<file path="config.mk">
export PLATFORM = sky130hd
export DESIGN_NAME = psum_out_drain
export DESIGN_NICKNAME = d
export VERILOG_FILES = /design/src/rtl/drain_pkg.sv /design/src/rtl/drain_skid_fifo.sv /design/src/rtl/psum_out_drain.sv
export SDC_FILE = /design/constraint.sdc
export NUM_CORES = 1
export LEC_CHECK = 0
export BUFFER_PORTS_ARGS = -buffer_cell sky130_fd_sc_hd__buf_4
export CAP_MARGIN = 30
export CORE_MARGIN = 2
export CORE_UTILIZATION = 43
export CTS_CLUSTER_SIZE = 14
export DETAILED_ROUTE_END_ITERATION = 6
export PLACE_DENSITY = 0.65
export SETUP_SLACK_MARGIN = 0.3
export SYNTH_ARGS = -nofsm -noshare
export SYNTH_HDL_FRONTEND = slang
export SYNTH_SLANG_ARGS = --single-unit
</file>
<file path="constraint.sdc">
create_clock -name clk -period 5.3 [get_ports clk]
set_input_delay 0.53 -clock clk [delete_from_list [all_inputs] [get_ports clk]]
set_output_delay 0.53 -clock clk [all_outputs]
set_load 0.02 [all_outputs]
</file>
<file path="src/rtl/drain_pkg.sv">
// Shared types and constants for the output-buffer drain: default widths,
// FSM state encoding and the 16-bit saturation limits.
package drain_pkg;

    localparam int DATA_WIDTH_DEF = 32;
    localparam int OUT_WIDTH_DEF  = 16;
    localparam int CNT_WIDTH_DEF  = 8;

    localparam logic [OUT_WIDTH_DEF-1:0] SAT_MAX = 16'h7FFF;
    localparam logic [OUT_WIDTH_DEF-1:0] SAT_MIN = 16'h8000;

    typedef enum logic [1:0] {
        IDLE = 2'd0,
        RUN  = 2'd1,
        DONE = 2'd2
    } state_t;

endpackage

</file>
<file path="src/rtl/drain_skid_fifo.sv">
// Two-entry FIFO holding reduced results ({last, sat, data}) between the
// output-buffer read pipeline and the downstream valid/ready stream.
module drain_skid_fifo #(
    parameter int WIDTH = 18
) (
    input  logic             clk,
    input  logic             rst,
    input  logic             push,
    input  logic [WIDTH-1:0] push_data,
    input  logic             pop,
    output logic [WIDTH-1:0] head,
    output logic [1:0]       count
);

    logic [WIDTH-1:0] mem [2];
    logic             wr_ptr;
    logic             rd_ptr;
    logic             do_push;
    logic             do_pop;

    assign do_pop  = pop && (count != 2'd0);
    assign do_push = push && ((count != 2'd2) || do_pop);
    assign head    = mem[rd_ptr];

    // NOTE: the storage is reset because the head feeds m_data directly and
    // must read as zero straight out of reset.
    always_ff @(posedge clk or posedge rst) begin
        if (rst) begin
            mem[0] <= '0;
            mem[1] <= '0;
            wr_ptr <= 1'b0;
            rd_ptr <= 1'b0;
            count  <= 2'd0;
        end else begin
            if (do_push) begin
                mem[wr_ptr] <= push_data;
                wr_ptr      <= ~wr_ptr;
            end
            if (do_pop) begin
                rd_ptr <= ~rd_ptr;
            end
            case ({do_push, do_pop})
                2'b10:   count <= count + 2'd1;
                2'b01:   count <= count - 2'd1;
                default: count <= count;
            endcase
        end
    end

endmodule

</file>
<file path="src/rtl/psum_out_drain.sv">
// Output-buffer drain: reads finished partial sums, reduces them to OUT_WIDTH
// by signed saturation or truncation, and streams them out with last/done.
module psum_out_drain
    import drain_pkg::*;
#(
    parameter int DATA_WIDTH = DATA_WIDTH_DEF,
    parameter int OUT_WIDTH  = OUT_WIDTH_DEF,
    parameter int CNT_WIDTH  = CNT_WIDTH_DEF
) (
    input  logic                  clk,
    input  logic                  rst,
    input  logic                  start,
    input  logic [CNT_WIDTH-1:0]  out_count,
    input  logic                  sat_en,
    input  logic                  outbuf_empty,
    input  logic [DATA_WIDTH-1:0] outbuf_dout,
    output logic                  outbuf_ren,
    output logic                  m_valid,
    input  logic                  m_ready,
    output logic [OUT_WIDTH-1:0]  m_data,
    output logic                  m_sat,
    output logic                  m_last,
    output logic                  busy,
    output logic                  done
);

    localparam int FW = OUT_WIDTH + 2;

    localparam logic [OUT_WIDTH-1:0] CLIP_HI = (OUT_WIDTH == OUT_WIDTH_DEF) ?
        OUT_WIDTH'(SAT_MAX) : {1'b0, {(OUT_WIDTH-1){1'b1}}};
    localparam logic [OUT_WIDTH-1:0] CLIP_LO = (OUT_WIDTH == OUT_WIDTH_DEF) ?
        OUT_WIDTH'(SAT_MIN) : {1'b1, {(OUT_WIDTH-1){1'b0}}};
    localparam logic signed [DATA_WIDTH-1:0] LIM_HI = DATA_WIDTH'(signed'(CLIP_HI));
    localparam logic signed [DATA_WIDTH-1:0] LIM_LO = DATA_WIDTH'(signed'(CLIP_LO));

    state_t               state;
    state_t               state_nxt;
    logic                 sat_q;
    logic [CNT_WIDTH-1:0] req_left;
    logic [CNT_WIDTH-1:0] acc_left;
    logic                 rd_pend;
    logic                 rd_last;
    logic [1:0]           fifo_count;
    logic [1:0]           occ;
    logic [FW-1:0]        fifo_head;
    logic [FW-1:0]        push_word;
    logic [OUT_WIDTH-1:0] red_data;
    logic                 red_sat;
    logic                 pop;
    logic                 ren;

    assign m_valid    = (fifo_count != 2'd0);
    assign pop        = m_valid && m_ready;
    assign m_data     = fifo_head[OUT_WIDTH-1:0];
    assign m_sat      = m_valid && fifo_head[OUT_WIDTH];
    assign m_last     = m_valid && fifo_head[OUT_WIDTH+1];
    assign busy       = (state != IDLE);
    assign done       = (state == DONE);
    assign outbuf_ren = ren;

    always_ff @(posedge clk or posedge rst) begin
        if (rst) state <= IDLE;
        else     state <= state_nxt;
    end

    // NOTE: every signal driven here gets a default first, so no path through
    // the case can leave it unassigned and infer a latch.
    always_comb begin
        state_nxt = state;
        case (state)
            IDLE: if (start) state_nxt = (out_count != '0) ? RUN : DONE;
            RUN:  if (pop && (acc_left == CNT_WIDTH'(1))) state_nxt = DONE;
            DONE: state_nxt = IDLE;
            default: state_nxt = IDLE;
        endcase
    end

    // NOTE: state registers use non-blocking assignments so every flop
    // samples pre-edge values regardless of statement order.
    always_ff @(posedge clk or posedge rst) begin
        if (rst) begin
            sat_q    <= 1'b0;
            req_left <= '0;
            acc_left <= '0;
        end else if ((state == IDLE) && start) begin
            sat_q    <= sat_en;
            req_left <= out_count;
            acc_left <= out_count;
        end else begin
            if (ren) req_left <= req_left - CNT_WIDTH'(1);
            if (pop) acc_left <= acc_left - CNT_WIDTH'(1);
        end
    end

    // The slot freed by this cycle's pop counts as free, which is what lets
    // a held-ready consumer see one result per cycle.
    always_comb begin
        occ = fifo_count + {1'b0, rd_pend} - {1'b0, pop};
        ren = (state == RUN) && !outbuf_empty && (req_left != '0) && (occ < 2'd2);
    end

    // Clearing rd_pend on reset drops any read still in flight.
    always_ff @(posedge clk or posedge rst) begin
        if (rst) begin
            rd_pend <= 1'b0;
            rd_last <= 1'b0;
        end else begin
            rd_pend <= ren;
            rd_last <= ren && (req_left == CNT_WIDTH'(1));
        end
    end

    always_comb begin
        red_data = outbuf_dout[OUT_WIDTH-1:0];
        red_sat  = 1'b0;
        if (sat_q) begin
            if ($signed(outbuf_dout) > LIM_HI) begin
                red_data = CLIP_HI;
                red_sat  = 1'b1;
            end else if ($signed(outbuf_dout) < LIM_LO) begin
                red_data = CLIP_LO;
                red_sat  = 1'b1;
            end
        end
    end

    assign push_word = {rd_last, red_sat, red_data};

    drain_skid_fifo #(
        .WIDTH (FW)
    ) u_fifo (
        .clk       (clk),
        .rst       (rst),
        .push      (rd_pend),
        .push_data (push_word),
        .pop       (pop),
        .head      (fifo_head),
        .count     (fifo_count)
    );

endmodule

</file>
==> impl_metrics.yaml, run 1 <==
timing:
  slew-limit-headroom_pct: 33.6
  finalSetupViolations: 0
  maxSlewViolCount: 0
  finalHoldViolCount: 0
  tightestPinTransition_ns: 0.992
  rsz0062_at_grt: "false"
  whs_ns: 0.381
  post-route-period-util_pct: 60.4
  max_clock_freq_ghz: 0.313
  clock_skew_ns: 0.00708
  layout_min_cycle_time_ns: 3.20
  tns_ns: 0
cts:
  post_cts_buffers: 0
  cts_made_buffers: 9
  hold_buffers: 0
  cts_resized: 0
  clk_pin_slew_ns: 0.07
  cts_sinks: 61
  cts_tree: "yes"
  cts_buffer_depth: 2
  cts_root_buf: "clkbuf_8"
  clkLatencyLatePin_ns: 0.34
  cts-htree-levels: 3
synth:
  synth.distinct_cells: 40
  avgSynthCellArea_um2: 9.43
  synthAdderAreaFrac_pct: 2.33
  synthMuxAreaShare_pct: 7.53
  syn-cell-area_um2: 3220
  netlist.area_leader.share_pct: 47.3
  synthTopCellsByArea: "dfrtp_1, mux2_2, a21oi_1, nor2_1, nand2_1"
  synthSimpleGateAreaFrac_pct: 22.2
  yosysWarnings: 0
  synth_top_family_by_area: "simple AND/OR/NAND/NOR gates"
  ys_ff_latch: 61
  synth_xor_area_share_pct: 2.72
  synth_cells: 342
  syn_nets: 394
  synth_top_cell_by_area: "dfrtp_1"
  ys_seq_area_share_pct: 47.3
  synth_compound_area_share_pct: 13.4
outcome:
  outcome: "finished, final reports clean"
routing:
  vias_per_cell: 5.29
  first_pass_iters: 4
  drcViolationCount: 0
  dr_total_vias: 2693
  first_iter_violations: 100
  wl_mm: 7.47
  drtAntennaViolNets: 0
  routedWlPerCell_um: 14.7
grt:
  antenna_found_initial: 0
  grt_util_all_layers_pct: 19.2
  grt_first_pass_wirelength_mm: 12.7
  grt_max_degree: 62
  grt-ovfl-total: 0
  grt_pass1_vias: 2685
power_and_ir_drop:
  p_leak_nw: 1.78
  finalPower_mw: 2.51
  vdd_ir_drop_max_mv: 0.334
  power.density_nw_per_um2: 621
setup_path:
  r2r_slack_ns: 2.89
  cp.arrival_ns: 2.67
  crit_type: "flop to primary output"
  crit_fanout: 17
  required_ns: 4.77
  cp-end-kind: "primary output"
  start_kind: "flop"
finish:
  num-fill-cells: 654
  multi_input_area_um2: 1570
  area.sequential_um2: 1530
  final_nets: 457
  area_delta_synth_final_pct: 25.1
  stdcell_count: 509
  antenna_cells: 0
  layout-drive-gt1-share_pct: 29.0
floorplanning:
  io_pins: 68
  num_rows: 31
  die-area_um2: 8210
  initial_core_util_pct: 44.5
  die_y_um: 90.6
  dieWidth_um: 90.6
  core_um2: 7250
job:
  maxCapViolCount: 0
min_path:
  hold_path.class: "primary input to flop"
place:
  dp_cells: 493
  dp_hpwl_mm: 5.01
  io_buffer_count: 67
  place_congestion: 0.805
layer usage:
layer	global-route usage (%)	vias to the layer above	wire length (um)
met5	0	-	0
met4	6.67	0	89
met3	3.76	8	312
met2	31.8	67	3700
met1	25.2	1301	3370
li1	-	1317	-
through the flow:
step	setup slack (ns)	area [um2]	utilization, %
2_1_floorplan	2.83	3220	-
3_3_place_gp	2.57	3800	52.4
3_5_place_dp	2.49	3810	52.6
4_1_cts	2.11	4030	55.6
5_1_grt	1.95	4030	55.6
6_report	2.10	4030	55.6
report_power, final:
part	leakage [nW]	internal, mW	total [mW]	switching (mW)
registers	0.713	0.681	0.874	0.193
logic	0.956	0.540	1.17	0.629
clock network	0.114	0.267	0.462	0.195
cells by family after synthesis:
kind of cell | count (synthesis)
fa+ha+maj | 6
mux | 22
simple gates | 144
flops | 61
xor+xnor | 10
compound gates | 66
buf+inv | 33
path summary, 6_finish.rpt:
check / endpoint / start / depth (start not counted)
worst min-delay path: sat_q / sat_en / 3
worst max-delay path: outbuf_ren / req_left[0] / 6
worst min register to register: u_fifo.mem[35] / u_fifo.mem[35] / 1
max in group asynchronous: req_left[6] / rst / 3
worst max register to register: req_left[7] / req_left[0] / 6
min in group asynchronous: state[0] / rst / 3
flip-flops by register name (all words and copies together), names as in the netlist:
signal,count
req_left,8
u_fifo.wr_ptr,1
u_fifo.mem,36
sat_q,1
rd_last,1
state,2
rd_pend,1
u_fifo.count,2
acc_left,8
u_fifo.rd_ptr,1
cell usage after synthesis:
| master | number |
|---|---|
| mux2i_1 | 4 |
| o2bb2ai_1 | 2 |
| or4_1 | 2 |
| mux2_2 | 18 |
| o2111ai_1 | 1 |
| xnor2_1 | 8 |
| a21oi_1 | 38 |
| nor2b_1 | 4 |
| or2_2 | 2 |
| nand2_1 | 38 |
| o211ai_1 | 6 |
| a211o_1 | 1 |
| a41o_1 | 1 |
| nor3b_1 | 4 |
| o21ai_2 | 1 |
| inv_1 | 13 |
| o311ai_2 | 1 |
| o41ai_4 | 1 |
| and2_1 | 6 |
| clkbuf_1 | 8 |
| nand3_1 | 5 |
| dfrtp_1 | 61 |
| ha_1 | 6 |
| buf_4 | 2 |
| nand2b_1 | 5 |
| o21ai_0 | 10 |
| buf_2 | 10 |
| nor2_1 | 42 |
| nand4_1 | 10 |
| a21boi_0 | 1 |
| and3_1 | 1 |
| nand4b_1 | 3 |
| a21o_1 | 2 |
| or3b_2 | 2 |
| nor4b_2 | 1 |
| nor3_1 | 6 |
| xor2_1 | 2 |
| nor4_1 | 10 |
| a2111oi_4 | 1 |
| or3_1 | 3 |
cell usage in the layout (no fill, tap or decap), types with 8 or more instances in the layout:
| master | instances |
|---|---|
| clkbuf_8 | 9 |
| xnor2_1 | 8 |
| inv_1 | 12 |
| nor4_1 | 10 |
| mux2_2 | 18 |
| nand4_1 | 10 |
| nand2_1 | 38 |
| o21ai_0 | 10 |
| buf_4 | 71 |
| a21oi_1 | 38 |
| nor2_1 | 42 |
| dfrtp_1 | 61 |
layout make-up:
class,instances,share of cell area [%]
multi-input cells,248,38.9
flip-flops and latches,61,37.9
repair buffers,72,13.5
clock buffers,9,3.07
well taps,99,3.07
clock inverters,7,2.39
inverters,13,1.21
worst max-delay path, cell delays in order (launching register included):
cell and delay, ns:
dfrtp_1 0.43, inv_1 0.11, ha_1 0.19, nor4b_2 0.17
a2111oi_4 0.86, and2_1 0.38, buf_4 0.19
Power figures use the tool's default switching activity.
==> inputs of run 2 (changes only) <==
--- a/config.mk
+++ b/config.mk
@@ -5,13 +5,14 @@
 export SDC_FILE = /design/constraint.sdc
 export NUM_CORES = 1
 export LEC_CHECK = 0
+export ABC_AREA = 1
 export BUFFER_PORTS_ARGS = -buffer_cell sky130_fd_sc_hd__buf_4
 export CAP_MARGIN = 30
 export CORE_MARGIN = 2
 export CORE_UTILIZATION = 43
 export CTS_CLUSTER_SIZE = 14
 export DETAILED_ROUTE_END_ITERATION = 6
-export PLACE_DENSITY = 0.65
+export PLACE_DENSITY = 0.67
 export SETUP_SLACK_MARGIN = 0.3
 export SYNTH_ARGS = -nofsm -noshare
 export SYNTH_HDL_FRONTEND = slang
==> constraint.sdc (replaced) <==
create_clock -name clk -period 2.8 [get_ports clk]
set_input_delay 0.28 -clock clk [delete_from_list [all_inputs] [get_ports clk]]
set_output_delay 0.28 -clock clk [all_outputs]
set_load 0.02 [all_outputs]
==> impl_metrics.yaml, run 2 <==
grt:
  antenna_found_initial: 0
  grt-ovfl-total: 0
  grt_util_all_layers_pct: 20.2
  grt_first_pass_wirelength_mm: 14.1
  grt_pass1_vias: 3086
  grt_max_degree: 35
setup_path:
  cp.arrival_ns: 1.98
  start_kind: "flop"
  rr_worst_depth: 8
  reg2reg_from: "u_fifo.count[0]"
  crit_fanout: 5
  required_ns: 2.52
  cp-end-kind: "primary output"
  crit_type: "flop to primary output"
  crit_start: "u_fifo.count[1]"
  r2r_end: "u_fifo.mem[10]"
  crit_end: "outbuf_ren"
  r2r_slack_ns: 0.97
finish:
  num-fill-cells: 756
  largest_reg_flops: 36
  multi_input_area_um2: 1680
  final_nets: 615
  reg_top3: "u_fifo.mem (36), acc_left (8), req_left (8)"
  area_delta_synth_final_pct: 24.6
  area.sequential_um2: 1530
  antenna_cells: 0
  final_cell_mix: "nand2_1, buf_4, dfrtp_1"
  final_common_cell: "nand2_1"
  layout-drive-gt1-share_pct: 18.3
  regMostFlops: "u_fifo.mem"
timing:
  rsz0062_at_grt: "false"
  post-route-period-util_pct: 80.8
  finalSetupViolations: 0
  tns_ns: 0
  layout_min_cycle_time_ns: 2.26
  clock_skew_ns: 0.0159
  slew-limit-headroom_pct: 53.0
  maxSlewViolCount: 0
  tightestPinTransition_ns: 0.704
  max_clock_freq_ghz: 0.442
  finalHoldViolCount: 0
job:
  maxCapViolCount: 0
floorplanning:
  num_rows: 32
  io_pins: 68
  die_y_um: 94.0
  initial_core_util_pct: 44.8
  dieWidth_um: 94.0
  core_um2: 7770
  die-area_um2: 8830
cts:
  hold_buffers: 0
  cts_buffer_depth: 2
  cts_tree: "yes"
  cts_sinks: 61
  cts_root_buf: "clkbuf_8"
  cts-htree-levels: 3
  clkLatencyLatePin_ns: 0.34
  cts_made_buffers: 9
  clk_pin_slew_ns: 0.07
synth:
  synth.distinct_cells: 31
  avgSynthCellArea_um2: 7.03
  synthArstFlopShare_pct: 100
  yosysWarnings: 0
  synth_ff_type: "dfrtp_1"
  ys_seq_area_share_pct: 43.9
  synth_edf_count: 0
  synthTopCellsByCount: "nand2_1, dfrtp_1, nand3_1"
  syn-cell-area_um2: 3480
  syn_nets: 547
  ys_ff_latch: 61
  synth_top_cell_by_area: "dfrtp_1"
  netlist.area_leader.share_pct: 43.9
  synthTopCellsByArea: "dfrtp_1, nand2_1, nand3_1, inv_1, nor2_1"
  synth_cells: 495
  synth_most_common_cell: "nand2_1"
power_and_ir_drop:
  p_leak_nw: 2.44
  power.density_nw_per_um2: 1130
  vdd_ir_drop_max_mv: 0.630
  finalPower_mw: 4.90
place:
  place_congestion: 0.846
  io_buffer_count: 67
  dp_hpwl_mm: 5.85
outcome:
  outcome: "finished, final reports clean"
routing:
  drcViolationCount: 0
  dr_total_vias: 3236
  wl_mm: 8.24
  first_iter_violations: 103
  vias_per_cell: 4.83
  routedWlPerCell_um: 12.3
  first_pass_iters: 4
  drtAntennaViolNets: 0
min_path:
  hold_path.class: "primary input to async pin"
## run 2: cell families after synthesis
kind of cell,synth area share (%)
and+or+nand+nor,39.0
buffers and inverters,8.05
DFF,43.9
adders and majority gates,2.16
xor gates and xnor gates,3.02
AOI/OAI and AO/OA,3.92
## run 2: worst min-delay path by stage
stage,cells after the start,start,slack (ns),to
after floorplan,2,sat_en,0.40,sat_q
after global placement,2,rst,0.45,sat_q
after detailed placement,2,rst,0.45,sat_q
after CTS,2,rst,0.09,u_fifo.mem[7]
after global routing,2,rst,0.11,u_fifo.mem[7]
final,2,rst,0.06,u_fifo.mem[33]
## run 2: stage by stage
stage | hold WS, ns | setup slack (ns) | cell area (um2) | cells | util (%)
5_1_grt | 0.108 | 0.376 | 4340 | 670 | 55.8
6_report | 0.0638 | 0.539 | 4340 | 670 | 55.8
4_1_cts | 0.0856 | 0.442 | 4330 | 670 | 55.8
3_3_place_gp | 0.450 | 0.856 | 4060 | 654 | 52.3
3_5_place_dp | 0.453 | 0.800 | 4060 | 654 | 52.3
2_1_floorplan | 0.401 | 0.943 | 3480 | 495 | -
## run 2: final cells by class
cell class / instances / area share [%]
Clock buffer: 10 / 3.17
Inverter: 53 / 4.62
Multi-Input combinational cell: 367 / 38.7
Timing Repair Buffer: 71 / 12.3
Sequential cell: 61 / 35.2
Tap cell: 102 / 2.94
Clock inverter: 6 / 3.09
## run 2: where the power goes
group	switching (mW)	internal [mW]	leakage, nW
Combinational	1.43	0.868	1.53
Sequential	0.273	1.27	0.772
Clock	0.355	0.706	0.136
## run 2: repair_timing
action / in CTS / in global routing
resized for setup: 0 / 1
buffers inserted: 0 / 0
setup endpoints to repair: 0 / 1
## run 2: metal layers
| layer | up-vias | share of wire [%] | GRT usage [%] |
|---|---|---|---|
| met3 | 7 | 4.3 | 3.45 |
| met2 | 72 | 50 | 34.9 |
| met1 | 1502 | 45 | 26.1 |
| li1 | 1655 | - | - |
| met5 | - | 0 | 0 |
| met4 | 0 | 1.1 | 6.04 |
## run 2: worst max-delay path, stage by stage, from the launching register on
cell,delay (ns)
dfrtp_1,0.45
nor2_4,0.20
nor2_4,0.07
ha_1,0.27
inv_1,0.05
nand2_1,0.06
nand3_1,0.09
nand2_1,0.08
nor2_1,0.22
buf_4,0.19
==> inputs of run 3 (changes only) <==
--- a/config.mk
+++ b/config.mk
@@ -5,14 +5,14 @@
 export SDC_FILE = /design/constraint.sdc
 export NUM_CORES = 1
 export LEC_CHECK = 0
-export ABC_AREA = 1
+export ABC_AREA = 0
 export BUFFER_PORTS_ARGS = -buffer_cell sky130_fd_sc_hd__buf_4
 export CAP_MARGIN = 30
 export CORE_MARGIN = 2
 export CORE_UTILIZATION = 43
 export CTS_CLUSTER_SIZE = 14
 export DETAILED_ROUTE_END_ITERATION = 6
-export PLACE_DENSITY = 0.67
+export PLACE_DENSITY = 0.65
 export SETUP_SLACK_MARGIN = 0.3
 export SYNTH_ARGS = -nofsm -noshare
 export SYNTH_HDL_FRONTEND = slang
==> constraint.sdc (replaced) <==
create_clock -name clk -period 2.33 [get_ports clk]
set_input_delay 0.233 -clock clk [delete_from_list [all_inputs] [get_ports clk]]
set_output_delay 0.233 -clock clk [all_outputs]
set_load 0.02 [all_outputs]
==> impl_metrics.yaml, run 3 (synthesis results as in run 1) <==
setup_path:
  crit_fanout: 4
  cp_slowest_cell: "dfrtp_1"
  required_ns: 2.10
  start_kind: "flop"
  rr_worst_depth: 10
  reg2reg_from: "u_fifo.count[0]"
  cpPeakStageDelay_ns: 0.39
  cp-end-kind: "primary output"
  r2r_slack_ns: 0.42
  crit_chain: "inv_2, ha_2, nor4b_4, a2111oi_4, and2_4, buf_6"
  r2r_end: "req_left[2]"
  crit_type: "flop to primary output"
  cp.arrival_ns: 1.83
timing:
  finalHoldViolCount: 13
  layout_min_cycle_time_ns: 2.06
  whs_ns: -0.00762
  maxSlewViolCount: 0
  tightestPinTransition_ns: 0.731
  finalSetupViolations: 0
  max_clock_freq_ghz: 0.486
  slew-limit-headroom_pct: 51.1
  rsz0062_at_grt: "true"
  clock_skew_ns: 0.0137
  tns_ns: 0
  post-route-period-util_pct: 88.3
power_and_ir_drop:
  p_leak_nw: 1.86
  finalPower_mw: 5.96
  power.density_nw_per_um2: 1420
  vdd_ir_drop_max_mv: 0.604
routing:
  vias_per_cell: 5.20
  first_pass_iters: 6
  drcViolationCount: 0
  drtAntennaViolNets: 0
  routedWlPerCell_um: 14.8
  wl_mm: 7.77
  dr_total_vias: 2734
  first_iter_violations: 78
cts:
  cts_tree: "yes"
  cts_root_buf: "clkbuf_8"
  clkLatencyLatePin_ns: 0.35
  hold_buffers: 0
  clk_pin_slew_ns: 0.08
  cts-htree-levels: 3
  cts_buffer_depth: 2
  cts_made_buffers: 9
  cts_sinks: 61
finish:
  largest_reg_flops: 36
  stdcell_count: 526
  antenna_cells: 0
  num-fill-cells: 615
  reg_top3: "u_fifo.mem (36), acc_left (8), req_left (8)"
  final_nets: 474
  final_cell_mix: "buf_4, dfrtp_1, nor2_1"
  area_delta_synth_final_pct: 30.3
  layout-drive-gt1-share_pct: 34.2
  final_common_cell: "buf_4"
  regMostFlops: "u_fifo.mem"
  finish.utilization_pct: 57.9
grt:
  grt-ovfl-total: 0
  grt_max_degree: 33
  grt_util_all_layers_pct: 19.6
  grt_pass1_vias: 2676
  antenna_found_initial: 0
  grt_first_pass_wirelength_mm: 12.8
outcome:
  outcome: "complete, but fails checks"
  violations: "negative hold slack"
place:
  io_buffer_count: 67
  dp_cells: 500
  place_congestion: 0.839
  dp_hpwl_mm: 5.16
floorplanning:
  initial_core_util_pct: 44.5
  dieWidth_um: 90.6
  io_pins: 68
  die_y_um: 90.6
  num_rows: 31
  die-area_um2: 8210
  core_um2: 7250
job:
  maxCapViolCount: 0
min_path:
  hold_path.class: "primary input to async pin"
run 3: timing repair:
action	4_1_cts	5_1_grt
setup endpoints to repair	3	22
gates cloned	0	1
setup buffers	7	2
hold endpoints to repair	0	0
gates resized for setup	4	10
pin swaps	3	4
run 3: area by class of cell:
cell class | count | area, um2 | share of cell area (%)
Multi-Input combinational cell | 248 | 1620 | 38.6
Sequential cell | 61 | 1530 | 36.4
Timing Repair Buffer | 89 | 689 | 16.4
Clock buffer | 10 | 128 | 3.04
Tap cell | 99 | 124 | 2.95
Clock inverter | 6 | 61.3 | 1.46
Inverter | 13 | 48.8 | 1.16
run 3: critical path: cells and delay by family, from the launching register on:
family / cells / cell delay [ns]
flops: 1 / 0.39
compound gates: 1 / 0.39
simple gates: 2 / 0.34
buf+inv: 2 / 0.19
fa+ha+maj: 1 / 0.18
run 3: worst max path at each step:
| stage | from | end | slack, ns |
|---|---|---|---|
| final | req_left[1] | outbuf_ren | 0.27 |
| after detailed placement | u_fifo.count[0] | req_left[4] | 0.32 |
| after CTS | u_fifo.count[0] | outbuf_ren | 0.25 |
| after global placement | u_fifo.count[0] | outbuf_ren | 0.34 |
| after floorplan | u_fifo.count[1] | req_left[4] | 0.33 |
| after global routing | u_fifo.count[0] | outbuf_ren | 0.19 |
run 3: metrics by stage:
stage                     hold slack [ns]  cell area [um2]  worst slack [ns]
after floorplan                     0.338             3240             0.329
after global placement              0.382             3890             0.338
after detailed placement            0.384             3890             0.318
after CTS                          0.0117             4140             0.247
after global routing               0.0483             4200             0.192
final                            -0.00762             4200             0.272
run 3: routing by layer:
metal	routed length, um	global-route usage (%)	share of wire [%]
met5	0	0	0
met4	68	4.74	0.88
met3	372	5.76	4.8
met2	3920	33.7	50
met1	3410	24.2	44
run 3: power breakdown:
part           internal, mW  leakage [nW]  switching (mW)
Combinational          1.50          1.05            1.62
Clock                 0.492        0.0964           0.433
Sequential             1.55         0.712           0.358
